==> src/rtl/hazard_stall_unit.sv <==
// hazard_stall_unit
//   Decides every cycle whether the instruction held in IF/ID may issue to EX.
//   Two interlocks are tracked:
//     - load-use: a scoreboard of in-flight loads, LOAD_LAT entries deep,
//       entry k holding a load k+1 cycles past ID;
//     - mul/div : a 6-bit busy counter for the multi-cycle HI/LO unit.
//   A saturating counter records how many cycles were stalled.
//
// Ports
//   clk, reset                  clock, synchronous active-high reset
//   id_valid, id_kill           IF/ID holds a real instruction / it is flushed
//   id_rs, id_rt                source specifiers of the ID instruction
//   id_uses_rs, id_uses_rt      the ID instruction really reads that source
//   id_load                     ID instruction is a load writing id_rt
//   id_is_muldiv, id_reads_hilo mult/div family, mfhi/mflo
//   stall, pc_write, ifid_write hold request and its write-enable complements
//   idex_bubble                 insert a NOP into ID/EX
//   stall_cause                 {mul/div, load-use}
//   md_busy                     multiply/divide unit still busy
//   stall_cycles                saturating count of stalled cycles
module hazard_stall_unit #(
    parameter int unsigned REG_ADDR_W      = 5,
    parameter int unsigned LOAD_LAT        = 1,
    parameter int unsigned MD_CYCLES       = 32,
    parameter bit          ZERO_REG_EXEMPT = 1'b1,
    parameter int unsigned CNT_W           = 32
) (
    input  logic                  clk,
    input  logic                  reset,
    input  logic                  id_valid,
    input  logic                  id_kill,
    input  logic [REG_ADDR_W-1:0] id_rs,
    input  logic [REG_ADDR_W-1:0] id_rt,
    input  logic                  id_uses_rs,
    input  logic                  id_uses_rt,
    input  logic                  id_load,
    input  logic                  id_is_muldiv,
    input  logic                  id_reads_hilo,
    output logic                  stall,
    output logic                  pc_write,
    output logic                  ifid_write,
    output logic                  idex_bubble,
    output logic [1:0]            stall_cause,
    output logic                  md_busy,
    output logic [CNT_W-1:0]      stall_cycles
);

    typedef struct packed {
        logic                  v;
        logic [REG_ADDR_W-1:0] dest;
    } sb_entry_t;

    sb_entry_t [LOAD_LAT-1:0] sb_q, sb_d;
    logic [5:0]               md_cnt_q, md_cnt_d;
    logic [CNT_W-1:0]         cnt_q, cnt_d;

    logic load_hz;
    logic md_hz;
    logic live;
    logic issue;

    // An instruction that is absent, flushed, or seen during reset can
    // never be held.
    assign live = id_valid & ~id_kill & ~reset;

    always_comb begin
        load_hz = 1'b0;
        for (int unsigned i = 0; i < LOAD_LAT; i++) begin
            if (sb_q[i].v && !(ZERO_REG_EXEMPT && sb_q[i].dest == '0)) begin
                if (id_uses_rs && sb_q[i].dest == id_rs) load_hz = 1'b1;
                if (id_uses_rt && sb_q[i].dest == id_rt) load_hz = 1'b1;
            end
        end
    end

    assign md_busy     = (md_cnt_q != '0);
    assign md_hz       = md_busy & (id_is_muldiv | id_reads_hilo);
    assign stall       = live & (load_hz | md_hz);
    assign stall_cause = live ? {md_hz, load_hz} : 2'b00;
    assign pc_write    = ~stall;
    assign ifid_write  = ~stall;
    assign idex_bubble = stall | (id_valid & id_kill);
    assign issue       = id_valid & ~id_kill & ~stall;

    // Scoreboard shifts every cycle, stalled or not, so a held dependent
    // sees its producer age and the stall ends by itself.
    always_comb begin
        sb_d = sb_q;
        for (int unsigned i = 1; i < LOAD_LAT; i++) begin
            sb_d[i] = sb_q[i-1];
        end
        sb_d[0].v    = issue & id_load;
        sb_d[0].dest = id_rt;
    end

    always_comb begin
        md_cnt_d = md_cnt_q;
        if (issue && id_is_muldiv) begin
            md_cnt_d = 6'(MD_CYCLES);
        end else if (md_cnt_q != '0) begin
            md_cnt_d = md_cnt_q - 6'd1;
        end
    end

    always_comb begin
        cnt_d = cnt_q;
        if (stall && cnt_q != '1) begin
            cnt_d = cnt_q + CNT_W'(1);
        end
    end

    always_ff @(posedge clk) begin
        if (reset) begin
            sb_q     <= '0;
            md_cnt_q <= '0;
            cnt_q    <= '0;
        end else begin
            sb_q     <= sb_d;
            md_cnt_q <= md_cnt_d;
            cnt_q    <= cnt_d;
        end
    end

    assign stall_cycles = cnt_q;

endmodule

==> config.mk <==
export PLATFORM = sky130hd
export DESIGN_NAME = hazard_stall_unit
export DESIGN_NICKNAME = d
export VERILOG_FILES = /design/src/rtl/hazard_stall_unit.sv
export SDC_FILE = /design/constraint.sdc
export NUM_CORES = 1
export LEC_CHECK = 0
export CAP_MARGIN = 20
export CELL_PAD_IN_SITES_DETAIL_PLACEMENT = 0
export CELL_PAD_IN_SITES_GLOBAL_PLACEMENT = 2
export CORE_MARGIN = 2
export CORE_UTILIZATION = 26
export CTS_CLUSTER_SIZE = 25
export DETAILED_ROUTE_END_ITERATION = 7
export GPL_TIMING_DRIVEN = 1
export PLACE_DENSITY = 0.76
export SYNTH_ARGS = -nofsm -noshare
export SYNTH_HDL_FRONTEND = slang
export SYNTH_SLANG_ARGS = --single-unit
==> constraint.sdc <==
create_clock -name clk -period 1.9 [get_ports clk]
set_input_delay 0.285 -clock clk [delete_from_list [all_inputs] [get_ports clk]]
set_output_delay 0.285 -clock clk [all_outputs]
set_load 0.03 [all_outputs]
==> run metrics, run 1 <==
Die Area ~10000 um^2; initial core utilization 0.268; CP startpoint kind flip-flop; M1 WL roughly 3.5 mm; Sink Count 44; Worst-path clk slew about 0.080 ns; reg2reg start sb_q[1]$_SDFF_PP0_; core area between 8000 and 9000 um^2; sequential area share after synthesis 0.376; DR vias 2565; failing checks negative setup slack; status finished, violations left; gr ovfl total 0; syn_area_per_cell 8.67 um^2; Post-CTS Hold Buffers 0; Post-synth EDFFs 0; Total Power roughly 0.0028 W; DRC viols 0; Netlist cell types 45; RSZ-0062 raised after global routing yes; std cell rows 34; Multi-input gate area between 1500 and 2000 um^2; dpl cells between 400 and 500; met2 WL post-DR 3.63 mm; Arrival @ worst endpoint approximately 2 ns; Max Clk Rate 438 MHz; Die Height approximately 99 um; area growth from synthesis to layout 73.5%; Worst Hold Path EP sb_q[1]$_SDFF_PP0_; input/output buffers 57; CTS tree done; number of setup violations in the final report 42; layout cell share with drive strength beyond 1 0.404; Via density between 4 and 5; area share of the largest cell type after synthesis 0.376; Placer Congestion approximately 0.78; top routing layer in use met4; Slew Viols, Final 0; hold crit path type in2reg; Hold Path Cell Cnt 2; top cells by area, synth dfxtp_1 38%, or4_1 6.7%, o31ai_1 5.5%; CP Class reg2out; #FFs+latches synth 44; post-layout min period 2.28 ns; largest net degree at the start of global routing 37; Die X 98.9 um; critical path fanouts, max 3; syn_nets between 200 and 300; Hold Slack just under 0.3 ns; Synth Cell Area 2340 um^2; FF-to-FF End stall_cycles[20]$_SDFFE_PP0P_; Starting DRT DRC Count a little under 80; HPWL after DPL 4.97 mm; Synth warnings 0; clock buffer depth 2; finished layout cell area around 4100 um^2; Total Routed Length 7.51 mm; TritonCTS Buffers 5; hold violation total from the final report 0; commonest non-fill, non-tap cells in the layout 74 x buf_4, 45 x clkdlybuf4s50_1, 24 x nand2_1, 24 x dfxtp_1, 18 x dfxtp_2; Leak Pwr 1.57 nW; Clock Latency Late Sink about 0.30 ns; leading area contributor after synthesis dfxtp_1; top_reg_cell synth dfxtp_1; Post-Layout Cell Count between 500 and 600; IO Count 58; worst slew pin tran roughly 0.45 ns; met3 wire len approximately 300 um; Power Dens Cells between 600 and 700 nW/um^2; drt first pass iters 4; Reg area between 900 and 1000 um^2; vias in the first global route approximately 2.6k; Max Cap Viol 0; flop2flop setup slack -0.31 ns; FILL cells just under 900; first-pass GRT wire length roughly 12 mm; ys async rst share 0; gr usage total 0.155; Critical Path RT around 1.6 ns; CP Capture Type primary output; Synth Instances 270; Worst Clk Skew 0.00381 ns; H-tree Lvls 2; headroom to the max-slew limit 0.702; Clock Root Buffer clkbuf_8; placed inst area roughly 3600 um^2; Final Net Count 427; hold wc startpoint id_rt[1]; period utilisation layout 1.20; # diodes 0; Routed WL per cell 14.6 um; initial antenna violation count 0; commonest non-fill, non-tap cell in the layout buf_4; fin worst setup slack -0.383 ns; ANT nets after route 0; VDD IR-drop max around 0.00031 V; r2r worst-path depth 10
==> state kept, by name, summed over array words and instances, names as in the netlist <==
name and count:
stall_cycles 32, sb_q 6, md_cnt_q 6
==> synthesized netlist by cell type, types with 5 or more instances <==
master    n
or3_1     5
o21ai_1   6
and3_1    9
nor3_1    6
nand3_1  19
a21oi_1  24
o31ai_1  17
nor2b_1   8
dfxtp_1  44
nor2_1    6
nand4_1   9
or4_1    21
inv_1     5
xnor2_1  13
nand2_1  25
==> power breakdown <==
part / internal [W] / switching [W] / total, W
Clock: 0.000291 / 0.000338 / 0.000629
Combinational: 0.000628 / 0.000492 / 0.00112
Sequential: 0.000991 / 0.0000393 / 0.00103
Total: 0.00191 / 0.000870 / 0.00278
==> final cells by class <==
type / count / area share
clock buffer: 6 / 0.0203
clock inverter: 2 / 0.00247
inverter: 7 / 0.00832
multi-input combinational: 206 / 0.387
sequential: 44 / 0.224
tap: 108 / 0.0333
timing repair buffer: 141 / 0.324
==> worst max path at each step <==
| stage | startpoint | to |
|---|---|---|
| after floorplan | md_cnt_q[4]$_SDFFE_PP0P_ | idex_bubble |
| after global placement | id_valid | stall_cycles[19]$_SDFFE_PP0P_ |
| after detailed placement | id_valid | stall_cycles[19]$_SDFFE_PP0P_ |
| after CTS | sb_q[4]$_SDFF_PP0_ | idex_bubble |
| after global routing | sb_q[4]$_SDFF_PP0_ | idex_bubble |
| final | sb_q[4]$_SDFF_PP0_ | idex_bubble |
==> worst max-delay path, stage by stage (launching register included) <==
cell	delay, ns
dfxtp_1	0.32
or4_4	0.53
o211ai_1	0.23
inv_1	0.11
a21oi_4	0.19
buf_6	0.15
nand2_2	0.05
buf_6	0.13
==> metal layers <==
metal  global-route usage  up-vias
met3               0.0333        3
met1                0.198     1218
met4               0.0285        0
met2                0.271       46
met5                    0        -
li1                     -     1298
==> through the flow <==
stage / setup WS [ns] / setup TNS [ns] / util
2_1_floorplan: -0.224 / -3.11 / -
3_3_place_gp: -0.538 / -13.86 / 0.410
3_5_place_dp: -0.531 / -14.77 / 0.410
4_1_cts: -0.413 / -8.53 / 0.445
5_1_grt: -0.465 / -12.12 / 0.466
6_report: -0.383 / -7.90 / 0.466
==> logic make-up (layout without fill, tap and decap cells) <==
kind of cell	count (synthesis)	count (layout)	share of synthesized area
simple gates	124	124	0.318
compound gates	62	62	0.173
flops	44	44	0.376
buf+inv	20	156	0.0487
xor+xnor	14	14	0.0524
fa+ha+maj	3	3	0.0160
mux	3	3	0.0155
==> timing repair <==
action,CTS,global route
resized for setup,31,33
pin swaps,6,13
endpoints found under the setup margin,42,42
cloned,2,0
setup buffers,10,6
(Power assumes the default switching activity.)
==> inputs of run 2 (changes only) <==
Settings changed: CORE_UTILIZATION 26 to 31, PLACE_DENSITY 0.76 to 0.85, SLEW_MARGIN from default to 20.
Clock period 1.9 ns to 3 ns, I/O delays scaled along.
==> run metrics, run 2 (synthesis results as in run 1) <==
quantity of gates resized following cts 0; Hold Slack ~0.5 ns; Worst-path clk slew about 0.08 ns; reg2reg start md_cnt_q[0]$_SDFFE_PP0P_; Total Routed Length 6.10 mm; Core Util, Final 0.429; commonest non-fill, non-tap cells in the layout 51 x clkdlybuf4s50_1, 44 x dfxtp_1, 25 x nand2_1; Placer Congestion approximately 0.76; Post-Layout Cell Count ~430; core area between 7000 and 8000 um^2; critical path fanouts, max 48; drt first pass iters 4; Worst Clk Skew between 0.006 and 0.007 ns; Max Cap Viol 0; IO Count 58; Setup TNS 0 ns; Power Dens Cells 476 nW/um^2; Starting DRT DRC Count 57; Critical Path Source sb_q[1]$_SDFF_PP0_; status finished clean; Final Net Count around 350; number of setup violations in the final report 0; CP Capture Type primary output; std cell rows 31; Max Clk Rate around 370 MHz; number of flip-flops in the largest register 32; CP startpoint kind flip-flop; Post-CTS Hold Buffers 0; TritonCTS Buffers 5; Via density 5.19; Die X roughly 90 um; Slew Viols, Final 0; hold violation total from the final report 0; area growth from synthesis to layout 33.7%; headroom to the max-slew limit 0.686; period utilisation layout 0.891; clock buffer depth 2; gr usage total 0.153; Leak Pwr roughly 1.1 nW; worst slew pin tran approximately 0.47 ns; input/output buffers 57; VDD IR-drop max about 0.00016 V; HPWL after DPL between 4 and 5 mm; vias in the first global route approximately 2.1k; Clock Root Buffer clkbuf_8; # Post-CTS Setup Buffers 0; first-pass GRT wire length 10.4 mm; layout cell share with drive strength beyond 1 0.0961; Critical Path RT between 2 and 3 ns; gr ovfl total 0; Clock Latency Late Sink approximately 0.30 ns; DRC viols 0; initial antenna violation count 0; hold crit path type reg2reg; hold wc startpoint stall_cycles[27]$_SDFFE_PP0P_; Routed WL per cell 14.1 um; Arrival @ worst endpoint between 2 and 2.5 ns; initial core utilization 0.321; CP Class reg2out; Die Area between 8000 and 9000 um^2; RSZ-0062 raised after global routing no; post-layout min period ~2.7 ns; CTS tree done; dpl cells approximately 420; commonest non-fill, non-tap cell in the layout clkdlybuf4s50_1; ANT nets after route 0; Die Height 90.9 um; FILL cells about 770; DR vias 2243; largest net degree at the start of global routing between 40 and 50; # diodes 0; Sink Count between 40 and 50; H-tree Lvls 2
[run 2: layout make-up]
class / count / area (um^2) / share of cell area
Clock buffer: 6 / 82.6 / 0.0264
Clock inverter: 2 / 10.0 / 0.00320
Inverter: 7 / 26.3 / 0.00840
Multi-Input combinational cell: 206 / 1350 / 0.430
Sequential cell: 44 / 881 / 0.281
Tap cell: 99 / 124 / 0.0396
Timing Repair Buffer: 68 / 661 / 0.211
[run 2: metrics by stage]
step	cell area (um^2)	total power [W]	setup WS (ns)
3_5_place_dp	3030	0.00111	0.196
4_1_cts	3120	0.00151	0.0444
2_1_floorplan	2340	0.000978	0.532
3_3_place_gp	3030	0.00111	0.165
6_report	3130	0.00149	0.328
5_1_grt	3130	0.00158	0.210
[run 2: worst paths after layout]
check,end,slack [ns],depth (start not counted)
min reg2reg,stall_cycles[27]$_SDFFE_PP0P_,0.50,2
min,stall_cycles[27]$_SDFFE_PP0P_,0.50,2
max reg2reg,stall_cycles[19]$_SDFFE_PP0P_,0.67,8
max,ifid_write,0.33,6
[run 2: power breakdown]
| group | switching (W) | leakage (nW) | internal [W] | total (W) |
|---|---|---|---|---|
| registers | 0.0000392 | 0.357 | 0.000625 | 0.000664 |
| clock network | 0.000209 | 0.0510 | 0.000184 | 0.000393 |
| logic | 0.000219 | 0.657 | 0.000214 | 0.000433 |
| total | 0.000467 | 1.07 | 0.00102 | 0.00149 |
[run 2: worst max-delay path, stage by stage (launching register included)]
cell	delay (ns)
dfxtp_1	0.34
or4_1	0.54
o211ai_1	0.24
inv_1	0.12
a21oi_4	0.24
buf_12	0.24
buf_4	0.19
[run 2: per-layer routing]
metal,vias to the layer above,GRT usage,wire length (um)
met5,-,0,0
met4,0,0.0505,71
met3,7,0.0334,252
met2,49,0.228,2640
met1,1036,0.218,3140
li1,1151,-,-
